===== config.mk =====
export PLATFORM = sky130hd
export DESIGN_NAME = iecdrv_rom_sched
export DESIGN_NICKNAME = d
export VERILOG_FILES = /design/src/rtl/iecdrv_rom_sched.sv
export SDC_FILE = /design/constraint.sdc
export NUM_CORES = 1
export LEC_CHECK = 0
export CAP_MARGIN = 25
export CORE_ASPECT_RATIO = 0.9
export CORE_UTILIZATION = 45
export DETAILED_ROUTE_END_ITERATION = 10
export GPL_TIMING_DRIVEN = 0
export PLACE_DENSITY = 0.77
export SLEW_MARGIN = 20
export SYNTH_ARGS = -nofsm -noshare
export SYNTH_HDL_FRONTEND = slang
export SYNTH_SLANG_ARGS = --single-unit
export TNS_END_PERCENT = 10

===== constraint.sdc =====
create_clock -name clk -period 1.8 [get_ports clk]
set_input_delay 0.27 -clock clk [delete_from_list [all_inputs] [get_ports clk]]
set_output_delay 0.27 -clock clk [all_outputs]
set_load 0.005 [all_outputs]

===== src/rtl/iecdrv_rom_sched.sv =====
// Shares one drive-ROM read port among NDR emulated 1541 drives, one slot per clk after each ph2_f.
// Optional IECDRV_SKIP_IDLE_EN: issue only the slots whose drive was enabled when ph2_f arrived.
module iecdrv_rom_sched #(
    parameter int NDR    = 4,
    parameter int AW     = 15,
    parameter int DW     = 8,
    parameter int RD_LAT = 1
) (
    input  logic              clk,
    input  logic              reset_n,
    input  logic              ph2_f,
    input  logic [1:0]        rom_sz,
    input  logic              stdrom,
    input  logic [NDR-1:0]    drv_en,
    input  logic [NDR*AW-1:0] drv_addr,
    input  logic [DW-1:0]     rom_q,
    output logic [AW-1:0]     mem_a,
    output logic              mem_rd,
    output logic [NDR*DW-1:0] drv_data,
    output logic [NDR-1:0]    drv_vld,
    output logic              busy,
    output logic              overrun,
    input  logic              ovr_clr
);
    localparam int SW = (NDR > 1) ? $clog2(NDR) : 1;

    typedef enum logic [1:0] {IDLE, ISSUE, DRAIN} state_t;

    state_t                     state, state_nxt;
    logic [NDR-1:0][AW-1:0]     snap;
    logic [NDR-1:0]             en_snap;
    logic [SW-1:0]              slot, slot_first, slot_nxt;
    logic [1:0]                 tag;
    logic [RD_LAT-1:0]          vld_pipe;
    logic [RD_LAT-1:0][SW-1:0]  slot_pipe;
    logic [RD_LAT-1:0][1:0]     tag_pipe;
    logic                       any_en, last_slot, load, issue, capture;
    logic [AW-1:0]              a_sel, a_mask;

`ifdef IECDRV_SKIP_IDLE_EN
    // Lowest enabled drive index >= from; MSB flags that one exists.
    function automatic logic [SW:0] find_en(input logic [NDR-1:0] en, input int from);
        find_en = '0;
        for (int i = NDR - 1; i >= 0; i--)
            if (en[i] && i >= from) find_en = {1'b1, SW'(i)};
    endfunction

    logic [SW:0] f_first, f_nxt;
    assign f_first    = find_en(drv_en, 0);
    assign f_nxt      = find_en(en_snap, int'(slot) + 1);
    assign any_en     = f_first[SW];
    assign slot_first = f_first[SW-1:0];
    assign slot_nxt   = f_nxt[SW-1:0];
    assign last_slot  = !f_nxt[SW];
`else
    assign any_en     = 1'b1;
    assign slot_first = '0;
    assign slot_nxt   = slot + SW'(1);
    assign last_slot  = (slot == SW'(NDR - 1));
`endif

    always_ff @(posedge clk or negedge reset_n) begin
        if (!reset_n) state <= IDLE;
        else          state <= state_nxt;
    end

    always_comb begin
        state_nxt = state;
        case (state)
            IDLE:    if (ph2_f && any_en) state_nxt = ISSUE;
            ISSUE:   if (ph2_f)           state_nxt = any_en ? ISSUE : DRAIN;
                     else if (last_slot)  state_nxt = DRAIN;
            DRAIN:   if (ph2_f)           state_nxt = any_en ? ISSUE : DRAIN;
                     else if (vld_pipe == '0) state_nxt = IDLE;
            default: state_nxt = IDLE;
        endcase
    end

    // A ph2_f restart takes the place of that cycle's issue and kills any capture on the same edge.
    always_comb begin
        load       = ph2_f && (state != IDLE || any_en);
        issue      = (state == ISSUE) && !ph2_f;
        capture    = vld_pipe[RD_LAT-1] && (tag_pipe[RD_LAT-1] == tag)
                     && en_snap[slot_pipe[RD_LAT-1]] && !load;
        a_sel      = snap[slot];
        a_mask     = a_sel;
        a_mask[14] = a_sel[14] & rom_sz[1];
        a_mask[13] = a_sel[13] & (rom_sz[0] | stdrom);
    end

    assign busy = (state != IDLE);

    always_ff @(posedge clk or negedge reset_n) begin
        if (!reset_n) begin
            mem_a     <= '0;
            mem_rd    <= 1'b0;
            drv_data  <= '1;
            drv_vld   <= '0;
            overrun   <= 1'b0;
            snap      <= '0;
            en_snap   <= '0;
            slot      <= '0;
            tag       <= '0;
            vld_pipe  <= '0;
            slot_pipe <= '0;
            tag_pipe  <= '0;
        end else begin
            mem_rd <= issue;
            if (issue) mem_a <= a_mask;

            vld_pipe[0]  <= issue;
            slot_pipe[0] <= slot;
            tag_pipe[0]  <= tag;
            for (int k = 1; k < RD_LAT; k++) begin
                vld_pipe[k]  <= vld_pipe[k-1];
                slot_pipe[k] <= slot_pipe[k-1];
                tag_pipe[k]  <= tag_pipe[k-1];
            end

            if (load) begin
                snap    <= drv_addr;
                en_snap <= drv_en;
                slot    <= slot_first;
                tag     <= tag + 2'd1;
            end else if (issue) begin
                slot <= slot_nxt;
            end

            if (ph2_f && state != IDLE) overrun <= 1'b1;
            else if (ovr_clr)           overrun <= 1'b0;

            drv_vld <= '0;
            if (capture) begin
                drv_data[slot_pipe[RD_LAT-1]*DW +: DW] <= rom_q;
                drv_vld[slot_pipe[RD_LAT-1]]          <= 1'b1;
            end
        end
    end
endmodule


==> reports/summary.txt <==
Synth top area share: 43.15%
Max cap viols: 0
Reg-to-reg slack, setup: 70 ps
Core Box Area: 11670 sq um
Ys flop type: dfrtp_1
CTS root buffer: clkbuf_16
Post-DP HPWL: 8351 um
Maximum vdd drop: 0.8537 mV
Max Slew Vio Count: 0
Final Cycle Share: 96.03%
Final worst slack: 71.45 ps
CP max FO: 8
Synth area leaders: dfrtp_1 (43%), mux2_2 (16%), dfstp_2 (15%)
CTS max path bufs: 2
Layout Skew: 5.776 ps
Number of global-route vias before repair: 3746
First-pass iteration count of the detailed router: 4
Setup WS pre-CTS: -341.9 ps
Mapped cell area: 5509 sq um
Mux cell area share after synthesis: 28.28%
Setup Viol. Count Final: 0
CTS tree: yes
Final #Nets: 627
Max-slew headroom: 67.21%
Die W: 118.6 um
Average cell area after synthesis: 14.27 sq um
FP Rows: 37
Pin count of the biggest net entering global routing: 75
I/O Pins: 133
Final Hold Viols: 0
Die H: 107.0 um
Drc violations: 0
Largest family of logic cells by synthesized area: multiplexers
Outcome: finished, final reports clean
RSZ-0062 raised after global routing: yes
Final Instance Count excl. Fillers: 711
Placed insts: 675
GR Overflow Total: 0
Synth Area in Simple Gates: 4.997%
Clock sinks: 127
GPL Wtd Cong: 0.7930
Post-Synthesis Cells: 386
Worst Hold Class: in -> async
Initial antenna violation count: 0
Synth Net Count: 471
Pwr per Cell Area: 1431 nW/um^2
Port Buffers: 132
Ys async rst share: 100.0%
Cell taking the most area after synthesis: dfrtp_1
Slew of the pin with the lowest slew margin: 491.8 ps
XOR/XNOR share of the synthesized area: 0.7949%
H-tree depth: 4
RR Startpoint: slot_pipe[0]$_DFF_PN0_
Fmax: 578.5 MHz
Final antenna-violating net count: 0
First-pass GRT wire length: 19350 um
Register bit count reported by yosys: 127
EDFF count, synth: 0
Top post-synthesis cells by count: dfrtp_1 (95), mux2_2 (77), inv_1 (42)
Reg-to-Reg End: drv_data[9]$_DFFE_PN1P_
Post-Route WL: 12060 um
Die area: 12690 sq um
Count leader, synth: dfrtp_1
Share of cells above drive strength 1: 33.69%
WP data arrival: 2050 ps
Global-route usage over all layers: 20.48%
TritonCTS Buffers: 17
Vias: 3519
Setup CP Type: reg -> reg
DR iter-0 viols: 161
Worst reg2reg path depth: 7
Synth cell types: 28
Tmin final: 1729 ps
Starting Density: 47.22%
P_leak: 3.590 nW
CP Capture Type: register
Yosys warning count: 0
Vias per cell: 4.949
Antenna diode count: 0
Area grow syn2layout: 40.61%
Post-synthesis sequential area ratio: 58.41%
Post-Synth Adder-Cell Area: 1.363%
WL/cell: 16.96 um
Reg clk slew, reported paths: 60 ps
Startpoint types: register
Compound-Gate Fraction of Synth Area: 0.7495%
Worst-skew pair later-pin latency: 400 ps
Critical Path RT: 2120 ps
cell families (layout without fill, tap and decap cells):
| group | Yosys count | after routing |
|---|---|---|
| mux | 126 | 126 |
| xor+xnor | 5 | 5 |
| fa+ha+maj | 6 | 6 |
| buf+inv | 62 | 231 |
| compound gates | 7 | 7 |
| simple gates | 53 | 53 |
| flops | 127 | 127 |
per-layer routing:
| layer | GRT usage, % | vias up | part of all wire, % |
|---|---|---|---|
| met1 | 24.96 | 1757 | 43 |
| met5 | 0 | - | 0 |
| met2 | 33.63 | 123 | 49 |
| met4 | 5.606 | 0 | 0.82 |
| met3 | 8.404 | 7 | 7.4 |
| li1 | - | 1632 | - |
registers in the layout, indices dropped and copies added, names as in the netlist, 2 cells and up:
register   cells
tag_pipe       2
slot           2
drv_vld        4
en_snap        4
slot_pipe      2
snap          60
drv_data      32
tag            2
state          2
mem_a         15
placed cells by master (no fill, tap or decap), types with 8 or more instances in the layout:
master and n:
clkdlybuf4s50_1 130, dfrtp_1 95, mux2_2 77, inv_1 41
nand2_1 34, mux2i_1 33, dfstp_2 32, clkbuf_16 17
mux4_2 16, buf_2 9, buf_6 8
report_power, final:
group,switching (mW),internal [mW]
Combinational,1.35,2.15
Clock,1.19,2.17
Sequential,0.448,3.76
Total,2.99,8.09
worst max path at each step:
stage	from	end	slack, ps	cells after the start
after floorplan	slot_pipe[0]$_DFF_PN0_	drv_data[0]$_DFFE_PN1P_	80	6
after global placement	reset_n	snap[23]$_DFFE_PN0P_	-4260	1
after detailed placement	slot_pipe[0]$_DFF_PN0_	drv_data[5]$_DFFE_PN1P_	-340	6
after CTS	slot_pipe[0]$_DFF_PN0_	drv_data[5]$_DFFE_PN1P_	-90	6
after global routing	slot_pipe[0]$_DFF_PN0_	drv_data[9]$_DFFE_PN1P_	-70	7
final	slot_pipe[0]$_DFF_PN0_	drv_data[9]$_DFFE_PN1P_	70	7
critical path, cell delays in order (launching register included):
cell and delay [ps]:
dfrtp_1 390, buf_6 160, inv_2 70, ha_4 310, nor4bb_4 290, buf_4 190, nand2_1 60, mux2i_1 160
metrics by stage:
stage	total power, mW	instance area (sq um)	setup TNS [ps]	utilization [%]	hold slack, ps
after global routing	11.68	7746	-136.1	66.40	410.0
after CTS	11.00	7685	-929.3	65.87	394.0
after floorplan	5.870	5509	0	-	-25.59
after global placement	7.380	7025	-508750	60.22	392.9
final	11.08	7746	0	66.40	389.7
after detailed placement	7.508	7054	-19490	60.47	252.0
final cells by class:
type	instances	area, sq um
plain buffers	20	147.6
clock buffers	22	484.2
clock inverters	10	110.1
fillers	875	3920
inverters	42	157.7
multi-input cells	197	2052
flip-flops and latches	127	3218
well taps	156	195.2
repair buffers	137	1381
repair_timing:
item | 4_1_cts | 5_1_grt
setup endpoints to repair | 41 | 37
pin swaps | 0 | 3
resized for setup | 7 | 8
setup buffers | 0 | 3
hold endpoints to repair | 23 | 0
hold buffers | 1 | 0
No activity file was read; power rests on OpenSTA's default activity.
